## src/rtl/fetch_pkg.sv

```systemverilog
// fetch_pkg: shared types, PC step and counter-width helper for the fetch front end
package fetch_pkg;
  localparam int XLEN_DEF = 32;
  localparam int PC_STEP = 4;
  typedef struct packed {
    logic [XLEN_DEF-1:0] pc;
    logic [XLEN_DEF-1:0] instr;
  } fetch_entry_t;
  function automatic int cnt_w(input int depth);
    return $clog2(depth + 1);
  endfunction
endpackage

```

## src/rtl/fetch_fifo.sv

```systemverilog
// fetch_fifo: pointer-based prefetch queue (extra-MSB wrap) with push/pop/flush and occupancy
module fetch_fifo
  import fetch_pkg::*;
#(
  parameter int  DEPTH = 4,
  parameter type T     = fetch_entry_t
) (
  input  logic                    clk,
  input  logic                    rst,
  input  logic                    push,
  input  logic                    pop,
  input  logic                    flush,
  input  T                        din,
  output T                        dout,
  output logic [cnt_w(DEPTH)-1:0] count
);
  localparam int AW = $clog2(DEPTH);
  localparam int CW = cnt_w(DEPTH);
  T mem [DEPTH];
  logic [AW:0] wr, rd;
  assign count = CW'(wr - rd);
  assign dout = mem[rd[AW-1:0]];
  always_ff @(posedge clk)
    if (push && !flush) mem[wr[AW-1:0]] <= din;
  always_ff @(posedge clk) begin
    if (rst || flush) begin
      wr <= '0;
      rd <= '0;
    end else begin
      if (push) wr <= wr + 1'b1;
      if (pop) rd <= rd + 1'b1;
    end
  end
endmodule

```

## src/rtl/fetch_unit.sv

```systemverilog
// fetch_unit: instruction fetch front end with credit-based prefetch queue; FETCH_MISALIGN_CHK_EN enables misaligned-redirect fault
module fetch_unit
  import fetch_pkg::*;
#(
  parameter int               XLEN     = 32,
  parameter int               DEPTH    = 4,
  parameter logic [XLEN-1:0]  RESET_PC = '0
) (
  input  logic            clk_i,
  input  logic            rst_i,
  input  logic            redirect_i,
  input  logic [XLEN-1:0] redirect_pc_i,
  output logic            imem_req_valid_o,
  input  logic            imem_req_ready_i,
  output logic [XLEN-1:0] imem_addr_o,
  input  logic            imem_rsp_valid_i,
  input  logic [XLEN-1:0] imem_rsp_data_i,
  output logic            instr_valid_o,
  input  logic            instr_ready_i,
  output logic [XLEN-1:0] instr_o,
  output logic [XLEN-1:0] instr_pc_o,
  output logic [XLEN-1:0] instr_pc4_o,
  output logic            fault_o
);
  typedef struct packed {
    logic [XLEN-1:0] pc;
    logic [XLEN-1:0] instr;
  } entry_t;
  localparam int CW = cnt_w(DEPTH);
  localparam logic [XLEN-1:0] STEP = XLEN'(PC_STEP);
  logic [XLEN-1:0] fetch_pc, rsp_pc, target, last_pc, last_instr;
  logic [CW-1:0] occ, outst, discard;
  logic fault, deq, acc, keep, push;
  entry_t head;
`ifdef FETCH_MISALIGN_CHK_EN
  assign target = redirect_pc_i;
  always_ff @(posedge clk_i)
    if (rst_i) fault <= 1'b0;
    else if (redirect_i && |redirect_pc_i[1:0]) fault <= 1'b1;
`else
  assign target = {redirect_pc_i[XLEN-1:2], 2'b00};
  assign fault = 1'b0;
`endif
  assign fault_o = fault;
  assign instr_valid_o = occ != '0;
  assign deq = instr_valid_o & instr_ready_i;
  assign imem_req_valid_o = !rst_i && !redirect_i && !fault &&
    (({1'b0, occ} + {1'b0, outst} - {{CW{1'b0}}, deq}) < (CW+1)'(DEPTH));
  assign imem_addr_o = fetch_pc;
  assign acc = imem_req_valid_o & imem_req_ready_i;
  assign keep = imem_rsp_valid_i & (discard == '0);
  assign push = keep & !redirect_i;
  assign instr_o = instr_valid_o ? head.instr : last_instr;
  assign instr_pc_o = instr_valid_o ? head.pc : last_pc;
  assign instr_pc4_o = instr_pc_o + STEP;
  fetch_fifo #(.DEPTH(DEPTH), .T(entry_t)) u_fifo (
    .clk   (clk_i),
    .rst   (rst_i),
    .push  (push),
    .pop   (deq),
    .flush (redirect_i),
    .din   ('{pc: rsp_pc, instr: imem_rsp_data_i}),
    .dout  (head),
    .count (occ)
  );
  always_ff @(posedge clk_i) begin
    if (rst_i) begin
      fetch_pc <= RESET_PC;
      rsp_pc <= RESET_PC;
      outst <= '0;
      discard <= '0;
      last_pc <= '0;
      last_instr <= '0;
    end else begin
      fetch_pc <= redirect_i ? target : acc ? fetch_pc + STEP : fetch_pc;
      rsp_pc <= redirect_i ? target : push ? rsp_pc + STEP : rsp_pc;
      outst <= outst + CW'(acc) - CW'(imem_rsp_valid_i);
      discard <= redirect_i ? outst - CW'(imem_rsp_valid_i) :
                 (imem_rsp_valid_i && discard != '0) ? discard - 1'b1 : discard;
      if (instr_valid_o) begin
        last_pc <= head.pc;
        last_instr <= head.instr;
      end
    end
  end
endmodule
```

## config.mk

```make
export PLATFORM = sky130hd
export DESIGN_NAME = fetch_unit
export DESIGN_NICKNAME = d
export VERILOG_FILES = /design/src/rtl/fetch_pkg.sv /design/src/rtl/fetch_fifo.sv /design/src/rtl/fetch_unit.sv
export SDC_FILE = /design/constraint.sdc
export NUM_CORES = 1
export LEC_CHECK = 0
export ABC_AREA = 1
export BUFFER_PORTS_ARGS = -buffer_cell sky130_fd_sc_hd__clkbuf_2
export CAP_MARGIN = 20
export CORE_MARGIN = 1.5
export CORE_UTILIZATION = 55
export DETAILED_ROUTE_END_ITERATION = 10
export PLACE_DENSITY = 0.77
export SYNTH_ARGS = -nofsm -noshare
export SYNTH_HDL_FRONTEND = slang
export SYNTH_SLANG_ARGS = --single-unit
```

## constraint.sdc

```tcl
create_clock -name clk_i -period 6.9 [get_ports clk_i]
set_input_delay 0.345 -clock clk_i [delete_from_list [all_inputs] [get_ports clk_i]]
set_output_delay 0.345 -clock clk_i [all_outputs]
set_load 0.01 [all_outputs]
```

==> reports/results.ini <==
[layout]
seqCellArea_sq_um=10200
multiInputGateArea_sq_um=6840
layout-drive-gt1-share_pct=14.3
nNetsFinal=2368
num_antenna_cells=0
syn_to_final_growth_pct=13.7
fillers=2824

[logic_synthesis]
syn_area_sq_um=18500
synthTopCellsByArea=edfxtp_1, dfxtp_1, nand2_1
syn_inst=2126
ys.flop_type=edfxtp_1
ys_ff_latch=386
ys_seq_area_share_pct=55.1
synth.avg_cell_area_sq_um=8.72
yosysTopAreaCell=edfxtp_1
synth.top_cell.area_share_pct=40.2
async_flop_share_pct=0
synth_enable_flop_cells=248
synth.distinct_cells=41
ys_warn_count=0

[drt]
drc=0
post_drt_wl_per_cell_um=16.6
ant_nets=0
vias=15170
vias_per_cell=5.50
wl_mm=45.7
firstDrtPassIters=7
drt_first_iter_violations=1448

[die]
die_area_sq_um=34800
initial_utilization_pct=55.6
die_h_um=187
core_area_sq_um=33400
row_count=67
ios=201
die_w_um=187

[pwr]
vdd_ir_drop_max_mv=0.154
leakage_nw=8.71
p_clk_share_pct=32.2
seq_power_share_pct=40.9
switching_share_pct=32.8
internal-power_mw=4.58
total_power_mw=6.82
p_switching_mw=2.24
comb_power_share_pct=26.8
powerDensity_nw_per_um2=323

[placement]
gp_congestion=0.924
post-place-ws_ns=1.84
dp_hpwl_mm=30.1
io_buffers=195

[clocking]
clock_latency_ns=0.54
clock-root-buffer=clkbuf_16
htreeDepth=2
cts_sinks=386
postCtsHoldBufs=0
cts.clk_slew.worst_paths_ns=0.06
clockBufferDepth=3
numCtsBuffers=41
cts-resized-gates=0
cts_tree=built
postCtsSetupBuffers=0

[global_routing]
overflow=0
grt_util_all_layers_pct=25.7
grt_pass1_vias=14228
grt_max_degree=101
grt_pass1_wl_mm=72.8
antenna_found_initial=0

[flow_run]
cap_violations=0

[sta]
max_slew_margin_pct=37.2
fin_ws_ns=1.72
finClkSkew_ns=0.0169
drv_slew=0
setup-tns-final_ns=0
max_freq_ghz=0.193
worstMarginPinSlew_ns=0.942
setup_viol=0
period_needed_ns=5.18
finalHoldViolCount=0
period_share_pct=75.0
rsz0062_at_grt=no

[setup_path]
cp-start-kind=flip-flop
path_cells=inv_1 -> ha_1 -> fa_1 -> inv_2 -> nand3_4 -> nand3_4 -> buf_4 -> o21ai_4 -> inv_2 -> ha_1 -> nand2_2 -> nor2_2 -> nand2_1 -> xor2_1 -> clkbuf_2
worstSetupPathType=flip-flop to output port
path_max_fanout=84
crit_slowest_cell=buf_4
rr_worst_depth=21
worst_ep_arrival_time_ns=4.83
slowest_delay_ns=0.74
setup.worst_path.end_class=output port
cp.required_ns=6.55
r2r_start=u_fifo.wr[0]$_SDFFE_PP0P_
worstReg2RegEnd=imem_addr_o[31]$_SDFFE_PP0P_
worst-r2r-setup-slack_ns=1.77

[min_path]
holdPathStages=1
hp-class=input pin to flip-flop
whs_endpoint=u_fifo.mem[0][3]$_DFFE_PP_
hp-start=imem_rsp_data_i[3]

[outcome]
outcome=completed

-- cells by family after synthesis --
family	Yosys count	synth area share, %
simple gates	988	22.7
fa+ha+maj	22	1.57
xor+xnor	50	2.36
compound gates	314	10.0
other cells	1	0.0202
flops	386	55.1
buf+inv	365	8.26
-- state kept, by name (all words and copies together), names as in the netlist, named ones only --
name / flops
imem_addr_o: 30
last_instr: 32
last_pc: 32
u_fifo.wr: 3
u_fifo.rd: 3
u_fifo.mem: 248
outst: 3
discard: 3
rsp_pc: 30
-- synth_stat cells (all sizes together) (2+ instances only) --
| master | n |
|---|---|
| edfxtp | 248 |
| xor2 | 44 |
| inv | 251 |
| nand3b | 2 |
| nand2 | 536 |
| o21ai | 134 |
| fa | 2 |
| xnor2 | 6 |
| a21oi | 69 |
| ha | 20 |
| clkinv | 5 |
| or2 | 4 |
| nand4 | 76 |
| nand3 | 91 |
| nor3 | 30 |
| dfxtp | 138 |
| o221ai | 32 |
| buf | 56 |
| a211oi | 35 |
| a31oi | 31 |
| o211ai | 9 |
| nor2 | 248 |
| clkbuf | 53 |
-- final cells by class --
type | instances | share of cell area (%)
inverter | 256 | 4.56
clock buffer | 54 | 5.34
multi-input combinational | 1377 | 32.4
clock inverter | 22 | 1.14
sequential | 386 | 48.4
tap | 448 | 2.66
timing repair buffer | 214 | 5.43
-- per-stage QoR --
stage / hold WS, ns / utilization, % / cell area [sq um] / cells
after detailed placement: 0.434 / 59.1 / 19700 / 2680
final: 0.0248 / 63.2 / 21100 / 2757
after floorplan: 0.421 / - / 18600 / 2128
after global placement: 0.429 / 59.1 / 19700 / 2680
after CTS: 0.00527 / 63.1 / 21100 / 2756
after global routing: 0.0168 / 63.2 / 21100 / 2757
-- per-layer routing --
| layer | global-route usage (%) | part of all wire (%) | up-vias |
|---|---|---|---|
| li1 | - | - | 7407 |
| met1 | 36.0 | 44 | 7084 |
| met2 | 42.5 | 47 | 612 |
| met3 | 3.20 | 7.6 | 67 |
| met4 | 6.67 | 1.8 | 0 |
| met5 | 0 | 0 | - |
-- power by group through the flow --
| stage | Combinational [mW] | Sequential (mW) | Clock [mW] |
|---|---|---|---|
| detailed placement | 1.81 | 2.83 | 0 |
| global placement | 1.77 | 2.82 | 0 |
| global route | 2.04 | 2.81 | 2.33 |
| floorplan | 1.23 | 2.80 | 0 |
| CTS | 1.83 | 2.79 | 2.23 |
| finish | 1.83 | 2.79 | 2.20 |
-- worst max-delay path by stage --
stage / end / slack [ns] / from / depth (start not counted)
4_1_cts: instr_pc4_o[18] / 1.73 / u_fifo.wr[0]$_SDFFE_PP0P_ / 15
6_report: instr_pc4_o[18] / 1.72 / u_fifo.wr[0]$_SDFFE_PP0P_ / 15
5_1_grt: instr_pc4_o[18] / 1.32 / u_fifo.wr[0]$_SDFFE_PP0P_ / 15
2_1_floorplan: u_fifo.mem[3][0]$_DFFE_PP_ / 2.42 / discard[0]$_SDFFE_PP0P_ / 8
3_5_place_dp: imem_addr_o[31]$_SDFFE_PP0P_ / 1.84 / u_fifo.wr[0]$_SDFFE_PP0P_ / 21
3_3_place_gp: imem_addr_o[31]$_SDFFE_PP0P_ / 2.03 / u_fifo.wr[0]$_SDFFE_PP0P_ / 21
-- critical path, delay by kind of cell, from the launching register on --
kind                       cells  cell delay, ns
AOI/OAI and AO/OA              1            0.18
xor gates and xnor gates       1            0.13
adders and majority gates      3            0.95
buffers and inverters          5            1.26
DFF                            1            0.35
and+or+nand+nor                5            1.41
-- placed cells by master (no fill, tap or decap), types with 2 or more instances in the layout --
master / netlist / layout
o221ai_1: 32 / 32
inv_1: 245 / 245
xnor2_1: 6 / 6
a31oi_1: 31 / 31
nand3b_1: 2 / 2
or2_2: 4 / 4
o21ai_0: 133 / 133
xor2_1: 44 / 44
nand3_4: 2 / 2
clkinv_2: 0 / 10
nand2_1: 523 / 523
nand3_1: 88 / 88
edfxtp_1: 248 / 248
clkbuf_2: 0 / 194
nor2_2: 17 / 17
clkbuf_8: 0 / 3
buf_4: 15 / 18
clkbuf_1: 53 / 9
conb_1: 1 / 3
bufinv_16: 0 / 4
nor3_1: 29 / 29
inv_2: 6 / 5
a21oi_1: 69 / 69
fa_1: 2 / 2
clkinvlp_4: 0 / 2
a211oi_1: 35 / 35
nor2_4: 2 / 6
nor2_1: 229 / 225
dfxtp_1: 138 / 136
clkbuf_16: 0 / 42
ha_1: 20 / 20
o211ai_1: 9 / 9
nand4_1: 76 / 76
nand2_2: 12 / 12
clkinv_1: 5 / 9
buf_12: 0 / 2
No activity file was read; power rests on OpenSTA's default activity.
